### src/rtl/namuru_time_base_pkg.sv
// Shared definitions for the Namuru sample-rate time base.
// Holds the default divider/counter width and the matching divider type.
package namuru_time_base_pkg;

   localparam int NAMURU_DIV_W = 24;

   typedef logic [NAMURU_DIV_W-1:0] div_t;

endpackage

### src/rtl/namuru_divider.sv
// Reloadable down-counter used for both the TIC and accumulation periods.
//   clk_i        system clock
//   rst_i        synchronous active-high reset (count and pulse to 0)
//   hold_load_i  while high, the counter tracks divide_i and never pulses
//   strobe_i     one-cycle sample strobe; the counter only moves on these
//   divide_i     period minus one, sampled only at reload or hold-load
//   count_o      current down-counter value
//   reload_o     one-cycle pulse the cycle after a reload strobe
module namuru_divider
   import namuru_time_base_pkg::*;
#(
   parameter int W = NAMURU_DIV_W
) (
   input  logic         clk_i,
   input  logic         rst_i,
   input  logic         hold_load_i,
   input  logic         strobe_i,
   input  logic [W-1:0] divide_i,
   output logic [W-1:0] count_o,
   output logic         reload_o
);

   logic [W-1:0] count_q, count_d;
   logic         reload_q, reload_d;

   always_comb begin
      count_d  = count_q;
      reload_d = 1'b0;
      if (hold_load_i) begin
         count_d = divide_i;
      end else if (strobe_i) begin
         // Reaching zero ends the period: a new divide value is picked up
         // only here, so mid-period changes never disturb the current one.
         if (count_q == '0) begin
            count_d  = divide_i;
            reload_d = 1'b1;
         end else begin
            count_d = count_q - 1'b1;
         end
      end
   end

   always_ff @(posedge clk_i) begin
      if (rst_i) begin
         count_q  <= '0;
         reload_q <= 1'b0;
      end else begin
         count_q  <= count_d;
         reload_q <= reload_d;
      end
   end

   assign count_o  = count_q;
   assign reload_o = reload_q;

endmodule

### src/rtl/namuru_time_base.sv
// Sample-rate time base for the Namuru GPS correlator.
// Divides the front-end sample strobe into TIC and accumulation periods.
//   sys_clk / sys_rst      clock and synchronous active-high reset
//   rstn                   soft reset, active low: counters track the divide
//                          values, all enables held low, pending TIC dropped
//   sample_strobe          one-cycle pulse per front-end sample
//   tic_divide             TIC period minus one, in samples
//   accum_divide           accumulation period minus one, in samples
//   accum_sample_enable    registered sample_strobe gated by rstn
//   pre_tic_enable         pulse at TIC counter reload
//   tic_enable             pulse one sample after pre_tic_enable
//   accum_enable           pulse at accumulation counter reload
//   tic_count, accum_count live counter values for readback
// Strobe semantics: sample_strobe is a qualifier with no back-pressure; a
// strobe at cycle n is reflected in every output at n+1, and strobes may
// arrive on consecutive cycles.
module namuru_time_base
   import namuru_time_base_pkg::*;
#(
   parameter int DIV_W = NAMURU_DIV_W
) (
   input  logic             sys_clk,
   input  logic             sys_rst,
   input  logic             rstn,
   input  logic             sample_strobe,
   input  logic [DIV_W-1:0] tic_divide,
   input  logic [DIV_W-1:0] accum_divide,
   output logic             accum_sample_enable,
   output logic             pre_tic_enable,
   output logic             tic_enable,
   output logic             accum_enable,
   output logic [DIV_W-1:0] tic_count,
   output logic [DIV_W-1:0] accum_count
);

   logic hold_load;
   logic strobe_run;
   logic pending_q, pending_d;
   logic tic_en_q, tic_en_d;
   logic ase_q, ase_d;
   logic pending_now;

   assign hold_load  = ~rstn;
   assign strobe_run = rstn & sample_strobe;

   namuru_divider #(.W(DIV_W)) u_tic_div (
      .clk_i       (sys_clk),
      .rst_i       (sys_rst),
      .hold_load_i (hold_load),
      .strobe_i    (strobe_run),
      .divide_i    (tic_divide),
      .count_o     (tic_count),
      .reload_o    (pre_tic_enable)
   );

   namuru_divider #(.W(DIV_W)) u_accum_div (
      .clk_i       (sys_clk),
      .rst_i       (sys_rst),
      .hold_load_i (hold_load),
      .strobe_i    (strobe_run),
      .divide_i    (accum_divide),
      .count_o     (accum_count),
      .reload_o    (accum_enable)
   );

   // A TIC is owed from the cycle pre_tic_enable is high until the next
   // strobe. Folding the live pre_tic_enable in lets back-to-back strobes
   // (and divide=0) produce tic_enable without a bubble; a reload on that
   // same strobe re-arms through pre_tic_enable on the following cycle.
   assign pending_now = pending_q | pre_tic_enable;

   always_comb begin
      pending_d = pending_now;
      tic_en_d  = 1'b0;
      ase_d     = strobe_run;
      if (!rstn) begin
         pending_d = 1'b0;
      end else if (sample_strobe) begin
         tic_en_d  = pending_now;
         pending_d = 1'b0;
      end
   end

   always_ff @(posedge sys_clk) begin
      if (sys_rst) begin
         pending_q <= 1'b0;
         tic_en_q  <= 1'b0;
         ase_q     <= 1'b0;
      end else begin
         pending_q <= pending_d;
         tic_en_q  <= tic_en_d;
         ase_q     <= ase_d;
      end
   end

   assign tic_enable          = tic_en_q;
   assign accum_sample_enable = ase_q;

endmodule

### config.mk
export PLATFORM = sky130hd
export DESIGN_NAME = namuru_time_base
export DESIGN_NICKNAME = d
export VERILOG_FILES = /design/src/rtl/namuru_time_base_pkg.sv /design/src/rtl/namuru_divider.sv /design/src/rtl/namuru_time_base.sv
export SDC_FILE = /design/constraint.sdc
export NUM_CORES = 1
export LEC_CHECK = 0
export BUFFER_PORTS_ARGS = -buffer_cell sky130_fd_sc_hd__buf_2
export CAP_MARGIN = 10
export CORE_ASPECT_RATIO = 0.9
export CORE_MARGIN = 4
export CORE_UTILIZATION = 52
export DETAILED_ROUTE_END_ITERATION = 12
export PLACE_DENSITY = 0.87
export SLEW_MARGIN = 20
export SYNTH_ARGS = -nofsm -noshare
export SYNTH_HDL_FRONTEND = slang
export SYNTH_SLANG_ARGS = --single-unit
### constraint.sdc
create_clock -name sys_clk -period 2.63 [get_ports sys_clk]
set_input_delay 0.6575 -clock sys_clk [delete_from_list [all_inputs] [get_ports sys_clk]]
set_output_delay 0.6575 -clock sys_clk [all_outputs]
set_load 0.1 [all_outputs]
==> results of run 1 <==
routing by layer:
metal / wire length (um) / part of all wire [%] / up-vias
met4: 371 / 2.8 / 0
met2: 5832 / 44 / 397
met5: 0 / 0 / -
met1: 5380 / 40 / 2017
li1: - / - / 1993
met3: 1792 / 13 / 55
cells by family after synthesis:
| logic type | synth area share [%] |
|---|---|
| and+or+nand+nor | 35.59 |
| muxes | 3.754 |
| adders and majority gates | 1.416 |
| DFF | 30.03 |
| AOI/OAI and AO/OA | 24.08 |
| buffers and inverters | 5.134 |
cells in the mapped netlist, types with 3 or more instances:
| cell | number | area, um2 |
|---|---|---|
| or3_1 | 11 | 68.82 |
| o311ai_0 | 6 | 52.55 |
| nor3_1 | 25 | 125.1 |
| nor4_1 | 16 | 100.1 |
| inv_1 | 15 | 56.30 |
| a211o_1 | 4 | 35.03 |
| or2_2 | 4 | 25.02 |
| mux2i_1 | 11 | 110.1 |
| nand2_1 | 41 | 153.9 |
| nand4_1 | 15 | 93.84 |
| nor3b_1 | 4 | 30.03 |
| ha_1 | 4 | 50.05 |
| or4_1 | 6 | 45.04 |
| nand3b_1 | 3 | 22.52 |
| o21ai_1 | 8 | 40.04 |
| o41ai_1 | 4 | 35.03 |
| a32o_1 | 4 | 40.04 |
| o221ai_1 | 3 | 26.28 |
| nand3_1 | 33 | 165.2 |
| buf_2 | 4 | 20.02 |
| nor2b_1 | 4 | 25.02 |
| o32ai_1 | 3 | 26.28 |
| o211ai_1 | 6 | 45.04 |
| o2111ai_1 | 4 | 35.03 |
| nor4_2 | 4 | 50.05 |
| a21oi_1 | 14 | 70.07 |
| a31oi_1 | 7 | 43.79 |
| and3_1 | 8 | 50.05 |
| clkbuf_1 | 18 | 67.56 |
| dfxtp_1 | 53 | 1061 |
| o21ai_0 | 19 | 95.09 |
| o31ai_1 | 3 | 22.52 |
| nor2_1 | 30 | 112.6 |
| o21a_1 | 3 | 22.52 |
metrics by stage:
step / utilization [%] / hold WS, ns / total power [W] / std cells
final: 67.12 / 0.4835 / 0.002902 / 656
after global routing: 67.12 / 0.5206 / 0.003008 / 656
after CTS: 67.12 / 0.4886 / 0.002872 / 656
after detailed placement: 65.03 / 0.4609 / 0.002191 / 648
after global placement: 65.03 / 0.4324 / 0.002174 / 648
after floorplan: - / 0.4214 / 0.001874 / 450
flip-flops by register name, summed over array words and instances (netlist names):
register / count
u_tic_div.reload_o: 1
u_accum_div.reload_o: 1
pending_q: 1
u_tic_div.count_o: 24
accum_sample_enable: 1
tic_enable: 1
u_accum_div.count_o: 24
report_power, final:
group	internal [W]	switching [W]	total, W
Combinational	0.000323	0.000905	0.00123
Clock	0.000384	0.000309	0.000693
Sequential	0.000868	0.000114	0.000982
final cells by class:
cell class	count	share of cell area, %
multi-input cells	355	51.94
flip-flops and latches	53	24.03
clock buffers	5	1.557
repair buffers	135	17.10
clock inverters	3	1.557
well taps	90	2.547
inverters	15	1.274
critical path, stage by stage (launching register included):
cell and delay (ns):
dfxtp_1 0.35, inv_1 0.12, ha_1 0.18, or4b_1 0.50
nand4b_4 0.23, nor2_1 0.55, o21ai_0 0.19, a32o_1 0.29
worst paths after layout:
| path | from | to | slack, ns |
|---|---|---|---|
| worst max-delay path | u_accum_div.count_o[0] | u_accum_div.count_o[14] | 0.13 |
| worst min-delay path | pending_q | tic_enable | 0.48 |
| worst max register to register | u_accum_div.count_o[0] | u_accum_div.count_o[14] | 0.13 |
| worst min register to register | pending_q | tic_enable | 0.48 |
==> results by group, run 1 <==
Synthesis
  – Post-synth top flop: dfxtp_1
  – Register area share after synthesis: 30.03%
  – Syn Inst Count: 450
  – Syn_nets: 506
  – Yosys warning count: 0
  – Ys async rst share: 0%
  – Synth Register Bits: 53
  – Syn_area_per_cell: 7.852 um2
  – Library cells used by synthesis: a little over 70
  – Number of enable flip-flop cells after synthesis: 0
  – Mapped cell area: 3533 um2

Die
  – Die Wd: 94.89 um
  – Die H: 86.20 um
  – DIE AREA: between 8000 and 9000 um2
  – Core Box Area: between 6000 and 7000 um2
  – Initial core utilization: between 50% and 60%
  – I/O pin cnt: between 100 and 150
  – FP Rows: 28

Power and ir drop
  – VDD IR-drop max: 0.4647 mV
  – PD cells: roughly 660 nW/um2
  – P_leak: 1.901 nW

Clocking
  – Clock sink count: 53
  – H-tree depth: 2
  – # resized after CTS: 0
  – Root buf cell: clkbuf_8
  – Hold Buf Count CTS: 0
  – Postcts setup bufs: 0
  – Clock Latency Late Sink: 0.32 ns
  – CTS tree: built
  – Clk slew on worst S/H paths: approximately 0.11 ns
  – Longest Clk Path Bufs: 2
  – Total CTS buffers: 5

Placement
  – Routability congestion estimate from global placement: about 1
  – Pre-CTS WS: approximately 0.23 ns
  – Area post-placement: roughly 4300 um2
  – Final HPWL DP: approximately 9700 um
  – PortBufs: between 100 and 150

STA
  – Worst slew pin tran: between 0.7 and 0.8 ns
  – Peak Freq: 0.3994 GHz
  – Final Slew Violations: 0
  – Worst rel slew slack: slightly below 50%
  – Final period utilization: 95.19%
  – RSZ-0062 raised after global routing: no
  – Setup violators final: 0
  – Fin. Hold Viols: 0
  – Post-route setup slack: roughly 0.13 ns
  – Final min period: around 2.5 ns
  – Fin Setup TNS: 0 ns
  – Post-Route Skew: between 0.01 and 0.015 ns

Outcome
  – Status: finished, final reports clean

Setup path
  – WP data required: 2.85 ns
  – Worst-path fanout max: 7
  – Worst EP arrival: around 2.7 ns
  – CP Class: reg -> reg
  – Register-to-Register Path Depth: 7
  – CP Launch Type: flip-flop
  – Setup crit end kind: flip-flop

Global route
  – Grt met1 use: a little under half
  – Grt ovf: 0
  – GR Util All Layers: around a third
  – Largest net degree at the start of global routing: 27
  – Initial antenna violation count: 0
  – Global-route wire length before repair: approximately 21000 um
  – Met2 Usage GRT: 47.50%
  – Met3 Use GR: approximately 7%
  – Most used routing layer: met2
  – Vias in the first global route: 4173

Finish
  – Most common cell after layout, fill and taps aside: buf_2
  – Register cell area after layout: between 1000 and 1500 um2
  – Antenna diode count: 0
  – Synth-to-layout area growth: 25.11%
  – Multi-input logic area: between 2000 and 2500 um2
  – Layout cells sized above 1: between 20% and 30%
  – Final net count: 621
  – Design area: between 4000 and 5000 um2
  – Commonest non-fill, non-tap cells in the layout: buf_2, dfxtp_1, nand2_1, nand3_1, buf_4
  – Fillcell total: between 600 and 700

Routing
  – Routed vias: around 4500
  – Drt wl/cell: 20.39 um
  – TritonRoute pass-1 iters: 6
  – DRC violation count after routing: 0
  – 1st-iter DRT viols: between 500 and 600
  – Drt total wl: around 13000 um
  – Antenna Nets Post-Route: 0
  – Number of vias per cell: 6.802

Worst hold path
  – WHS Path Cells: 2
  – Hold crit path type: reg -> reg

Flow run
  – Max Cap Violations: 0
Note: power is estimated with default switching activity, not from simulation.
==> run 2: changes to the inputs <==
- CORE_UTILIZATION: 52 -> 47
- GPL_ROUTABILITY_DRIVEN: default -> 0
- PLACE_DENSITY: 0.87 -> 0.84
- clock period: 2.63 -> 2.04 ns (I/O delays scaled with it)
==> results by group, run 2 (synthesized netlist as in run 1, its figures left out) <==
Setup path
  – WP data required: 2.26 ns
  – Critical Path End: u_accum_div.count_o[18]
  – Worst EP arrival: between 2 and 2.5 ns
  – Critical path launch point: u_accum_div.count_o[0]
  – CP Class: reg -> reg
  – Register-to-Register Path Depth: 8
  – R2r setup slk: -0.11 ns
  – Worst-path fanout max: 5
  – Reg-to-Reg End: u_accum_div.count_o[18]
  – CP Launch Type: flip-flop
  – FF-to-FF Start: u_accum_div.count_o[0]
  – Setup crit end kind: flip-flop

Die
  – Die H: between 90 and 100 um
  – Core Box Area: ~7000 um2
  – Initial core utilization: between 40% and 50%
  – DIE AREA: 8971 um2
  – FP Rows: 29
  – I/O pin cnt: about 100
  – Die Wd: a little under 100 um

Placement
  – Inst Count DP: 690
  – PortBufs: roughly 100
  – Final HPWL DP: 10250 um

Finish
  – Fin cells: roughly 710
  – Fillcell total: about 560
  – Commonest non-fill, non-tap cells in the layout: buf_2, buf_4, nand2_1, nand3_1, dfxtp_2
  – Final net count: a little under 700
  – Synth-to-layout area growth: 44.23%
  – Antenna diode count: 0
  – Final design utilization: between 70 and 80%
  – Most common cell after layout, fill and taps aside: buf_2
  – Layout cells sized above 1: between 40% and 50%

Global route
  – Initial antenna violation count: 0
  – Vias in the first global route: between 4000 and 5000
  – Largest net degree at the start of global routing: 22
  – GR Util All Layers: ~30%
  – Global-route wire length before repair: 21800 um
  – Grt ovf: 0

Clocking
  – Longest Clk Path Bufs: 2
  – CTS tree: built
  – Hold Buf Count CTS: 0
  – Root buf cell: clkbuf_8
  – Clk slew on worst S/H paths: about 0.11 ns
  – Total CTS buffers: 5
  – H-tree depth: 2
  – Clock Latency Late Sink: ~0.32 ns
  – Clock sink count: between 50 and 60

Routing
  – DRC violation count after routing: 0
  – Drt wl/cell: roughly 20 um
  – TritonRoute pass-1 iters: 9
  – Drt total wl: between 10000 and 15000 um
  – Antenna Nets Post-Route: 0
  – Number of vias per cell: 6.751
  – Routed vias: 4800
  – 1st-iter DRT viols: 629

STA
  – Worst slew pin tran: about 0.58 ns
  – Post-route setup slack: -0.1148 ns
  – Peak Freq: 0.4641 GHz
  – Final period utilization: 105.6%
  – Worst rel slew slack: about three fifths
  – Post-Route Skew: 0.007811 ns
  – Fin Hold WS: 0.3867 ns
  – Fin Setup TNS: -0.5639 ns
  – Fin. Hold Viols: 0
  – RSZ-0062 raised after global routing: yes
  – Final min period: 2.155 ns
  – Setup violators final: 13
  – Final Slew Violations: 0

Power and ir drop
  – Total chip power: approximately 0.0037 W
  – VDD IR-drop max: between 0.3 and 0.4 mV
  – P_leak: ~2.2 nW
  – PD cells: ~730 nW/um2

Outcome
  – Status: complete, but fails checks
  – Failing checks: negative setup slack

Worst hold path
  – Hold Crit Start: accum_divide[20]
  – Hold crit path type: in -> reg

Flow run
  – Max Cap Violations: 0
-- run 2: where the power goes --
group	total, W	internal (W)	switching (W)
combinational	0.00183	0.000576	0.00126
clock	0.000623	0.000239	0.000385
sequential	0.00127	0.00113	0.000142
total	0.00373	0.00195	0.00178
-- run 2: area by class of cell --
type | count | area, um2 | share of cell area [%]
clock buffers | 5 | 68.82 | 1.350
repair buffers | 186 | 1157 | 22.71
clock inverters | 3 | 17.52 | 0.3437
multi-input cells | 356 | 2524 | 49.52
flip-flops and latches | 53 | 1151 | 22.59
well taps | 93 | 116.4 | 2.283
inverters | 15 | 61.31 | 1.203
-- run 2: worst min path at each step --
stage                                          to  slack [ns]  cells after the start
after global placement                 tic_enable        0.43                      2
after global routing      u_accum_div.count_o[20]        0.39                      3
after floorplan                        tic_enable        0.42                      2
final                     u_accum_div.count_o[20]        0.39                      3
after detailed placement               tic_enable        0.44                      2
after CTS                   u_tic_div.count_o[20]        0.39                      2
-- run 2: worst max-delay path, stage by stage (launching register included) --
cell	delay, ns
dfxtp_4	0.36
inv_4	0.06
ha_4	0.12
or4b_4	0.46
buf_4	0.15
and4b_2	0.36
nand2_4	0.12
a22o_1	0.21
a31o_2	0.21
-- run 2: through the flow --
stage / worst slack [ns] / cell area, um2
2_1_floorplan: -0.2692 / 3751
3_5_place_dp: -0.1144 / 4752
4_1_cts: -0.06256 / 4902
5_1_grt: -0.1546 / 5096
6_report: -0.1148 / 5096
3_3_place_gp: -0.07842 / 4752
-- run 2: timing repair --
item | CTS | global route
setup buffers | 3 | 9
endpoints found under the setup margin | 16 | 34
hold endpoints to repair | 0 | 0
pin swaps | 5 | 11
cloned | 0 | 1
gates resized for setup | 11 | 25
-- run 2: layer usage --
layer,track usage [%],wire length [um],vias to the layer above
li1,-,-,2103
met1,40.95,5487,2223
met2,45.53,6352,385
met3,4.788,1712,89
met4,12.51,650,0
met5,0,0,-
==> run 3: changes to the inputs <==
- CORE_ASPECT_RATIO: 0.9 -> 0.5
==> results by group, run 3 (synthesized netlist as in run 1, its figures left out) <==
Routing
  – Number of vias per cell: approximately 6.5
  – Routed vias: around 4500
  – 1st-iter DRT viols: 718
  – Antenna Nets Post-Route: 0
  – Drt wl/cell: around 19 um
  – DRC violation count after routing: 0
  – Drt total wl: 13160 um
  – TritonRoute pass-1 iters: 6

Setup path
  – Worst EP arrival: around 2.3 ns
  – FF-to-FF Start: u_accum_div.count_o[0]
  – Reg-to-Reg End: u_accum_div.count_o[14]
  – Register-to-Register Path Depth: 7
  – CP Class: reg -> reg
  – Setup crit end kind: flip-flop
  – WP data required: 2.23 ns
  – CP Launch Type: flip-flop
  – R2r setup slk: -0.06 ns
  – Worst-path fanout max: 4

Clocking
  – Root buf cell: clkbuf_16
  – Longest Clk Path Bufs: 2
  – Clock sink count: 53
  – H-tree depth: 2
  – Clock Latency Late Sink: roughly 0.30 ns
  – Hold Buf Count CTS: 0
  – Clk slew on worst S/H paths: about 0.070 ns
  – Total CTS buffers: 5
  – CTS tree: built

STA
  – Final min period: 2.099 ns
  – Final period utilization: 102.9%
  – RSZ-0062 raised after global routing: yes
  – Setup violators final: 8
  – Worst slew pin tran: between 0.4 and 0.5 ns
  – Final Slew Violations: 0
  – Peak Freq: 0.4765 GHz
  – Post-route setup slack: -0.05867 ns
  – Fin Setup TNS: -0.2205 ns
  – Post-Route Skew: approximately 0.0068 ns
  – Fin. Hold Viols: 0
  – Worst rel slew slack: roughly 67%

Finish
  – Most common cell after layout, fill and taps aside: buf_2
  – Layout cells sized above 1: between 40 and 50%
  – Design area: roughly 5000 um2
  – Antenna diode count: 0
  – Final net count: around 660
  – Fin cells: 700
  – Commonest non-fill, non-tap cells in the layout: buf_2, buf_4, nand2_1, nand3_1, dfxtp_2
  – Fillcell total: 597
  – Synth-to-layout area growth: 41.01%

Worst hold path
  – Hold Path End: u_accum_div.count_o[20]
  – Hold crit path type: in -> reg
  – Hold Crit Start: accum_divide[20]
  – WHS Path Cells: 3

Global route
  – Vias in the first global route: 4251
  – Grt ovf: 0
  – GR Util All Layers: roughly 28%
  – Initial antenna violation count: 0
  – Largest net degree at the start of global routing: 18
  – Global-route wire length before repair: 21000 um

Die
  – Core Box Area: between 7000 and 8000 um2
  – I/O pin cnt: 104
  – Die H: 69.31 um
  – Initial core utilization: about half
  – FP Rows: 22
  – Die Wd: between 100 and 150 um
  – DIE AREA: just over 9000 um2

Outcome
  – Failing checks: negative setup slack
  – Status: complete, but fails checks

Placement
  – PortBufs: approximately 100
  – Area post-placement: between 4000 and 5000 um2
  – Final HPWL DP: between 9000 and 10000 um
  – Inst Count DP: between 600 and 700

Flow run
  – Max Cap Violations: 0

Power and ir drop
  – PD cells: roughly 800 nW/um2
  – Total chip power: between 0.003 and 0.004 W
  – VDD IR-drop max: between 0.3 and 0.4 mV
  – P_leak: roughly 2.1 nW
## run 3: cell types whose count changed in the layout (fill, tap and decap cells not counted), sizes merged
| cell | before | now |
|---|---|---|
| clkinv | 2 | 1 |
| clkinvlp | 1 | 0 |
| nand2 | 43 | 42 |
| buf | 186 | 173 |
| clkbuf | 5 | 7 |
## run 3: final cells by class
cell class              instances  area [um2]  share of cell area, %
well taps                      96       120.1                  2.411
clock inverters                 1       5.005                 0.1005
flip-flops and latches         53        1149                  23.05
multi-input cells             355        2446                  49.10
clock buffers                   7       152.6                  3.064
inverters                      15       61.31                  1.231
repair buffers                173        1049                  21.04
## run 3: repair_timing
item,in CTS,in global routing
pin swaps,6,4
setup buffers,3,0
gates resized for setup,2,16
endpoints found under the setup margin,8,35
## run 3: through the flow
step | setup WS [ns] | util [%] | hold slack [ns]
2_1_floorplan | -0.2692 | - | 0.4214
3_3_place_gp | -0.07172 | 64.54 | 0.4360
3_5_place_dp | -0.09166 | 64.54 | 0.4374
4_1_cts | -0.04769 | 67.07 | 0.4082
5_1_grt | -0.1174 | 68.05 | 0.4232
6_report | -0.05867 | 68.05 | 0.4092
## run 3: worst max path at each step
stage / start / endpoint / cells past startpoint / slack (ns)
after floorplan: u_accum_div.count_o[12] / u_accum_div.count_o[21] / 6 / -0.27
after global placement: u_accum_div.count_o[15] / u_accum_div.count_o[21] / 5 / -0.07
after detailed placement: u_accum_div.count_o[15] / u_accum_div.count_o[21] / 5 / -0.09
after CTS: u_accum_div.count_o[1] / u_accum_div.count_o[14] / 7 / -0.05
after global routing: u_accum_div.count_o[0] / u_accum_div.count_o[7] / 9 / -0.12
final: u_accum_div.count_o[0] / u_accum_div.count_o[14] / 7 / -0.06
## run 3: power breakdown
part	switching, W	total, W	leakage [nW]	internal, W
sequential	0.000138	0.00127	0.456	0.00113
clock	0.000402	0.000923	0.0799	0.000521
combinational	0.00121	0.00175	1.61	0.000541
## run 3: per-layer routing
layer	up-vias	part of all wire (%)	global-route usage [%]	wire length [um]
met5	-	0	0	0
met4	0	2.0	8.096	262
met3	31	11	7.231	1389
met2	287	46	46.02	6053
met1	2124	41	37.20	5449
li1	2076	-	-	-
## run 3: worst max-delay path: stages (launching register included)
cell      delay [ns]
dfxtp_4         0.35
inv_4           0.06
ha_4            0.11
or4b_4          0.46
nand4b_4        0.25
o21ai_4         0.23
mux2_4          0.32
a32o_1          0.20
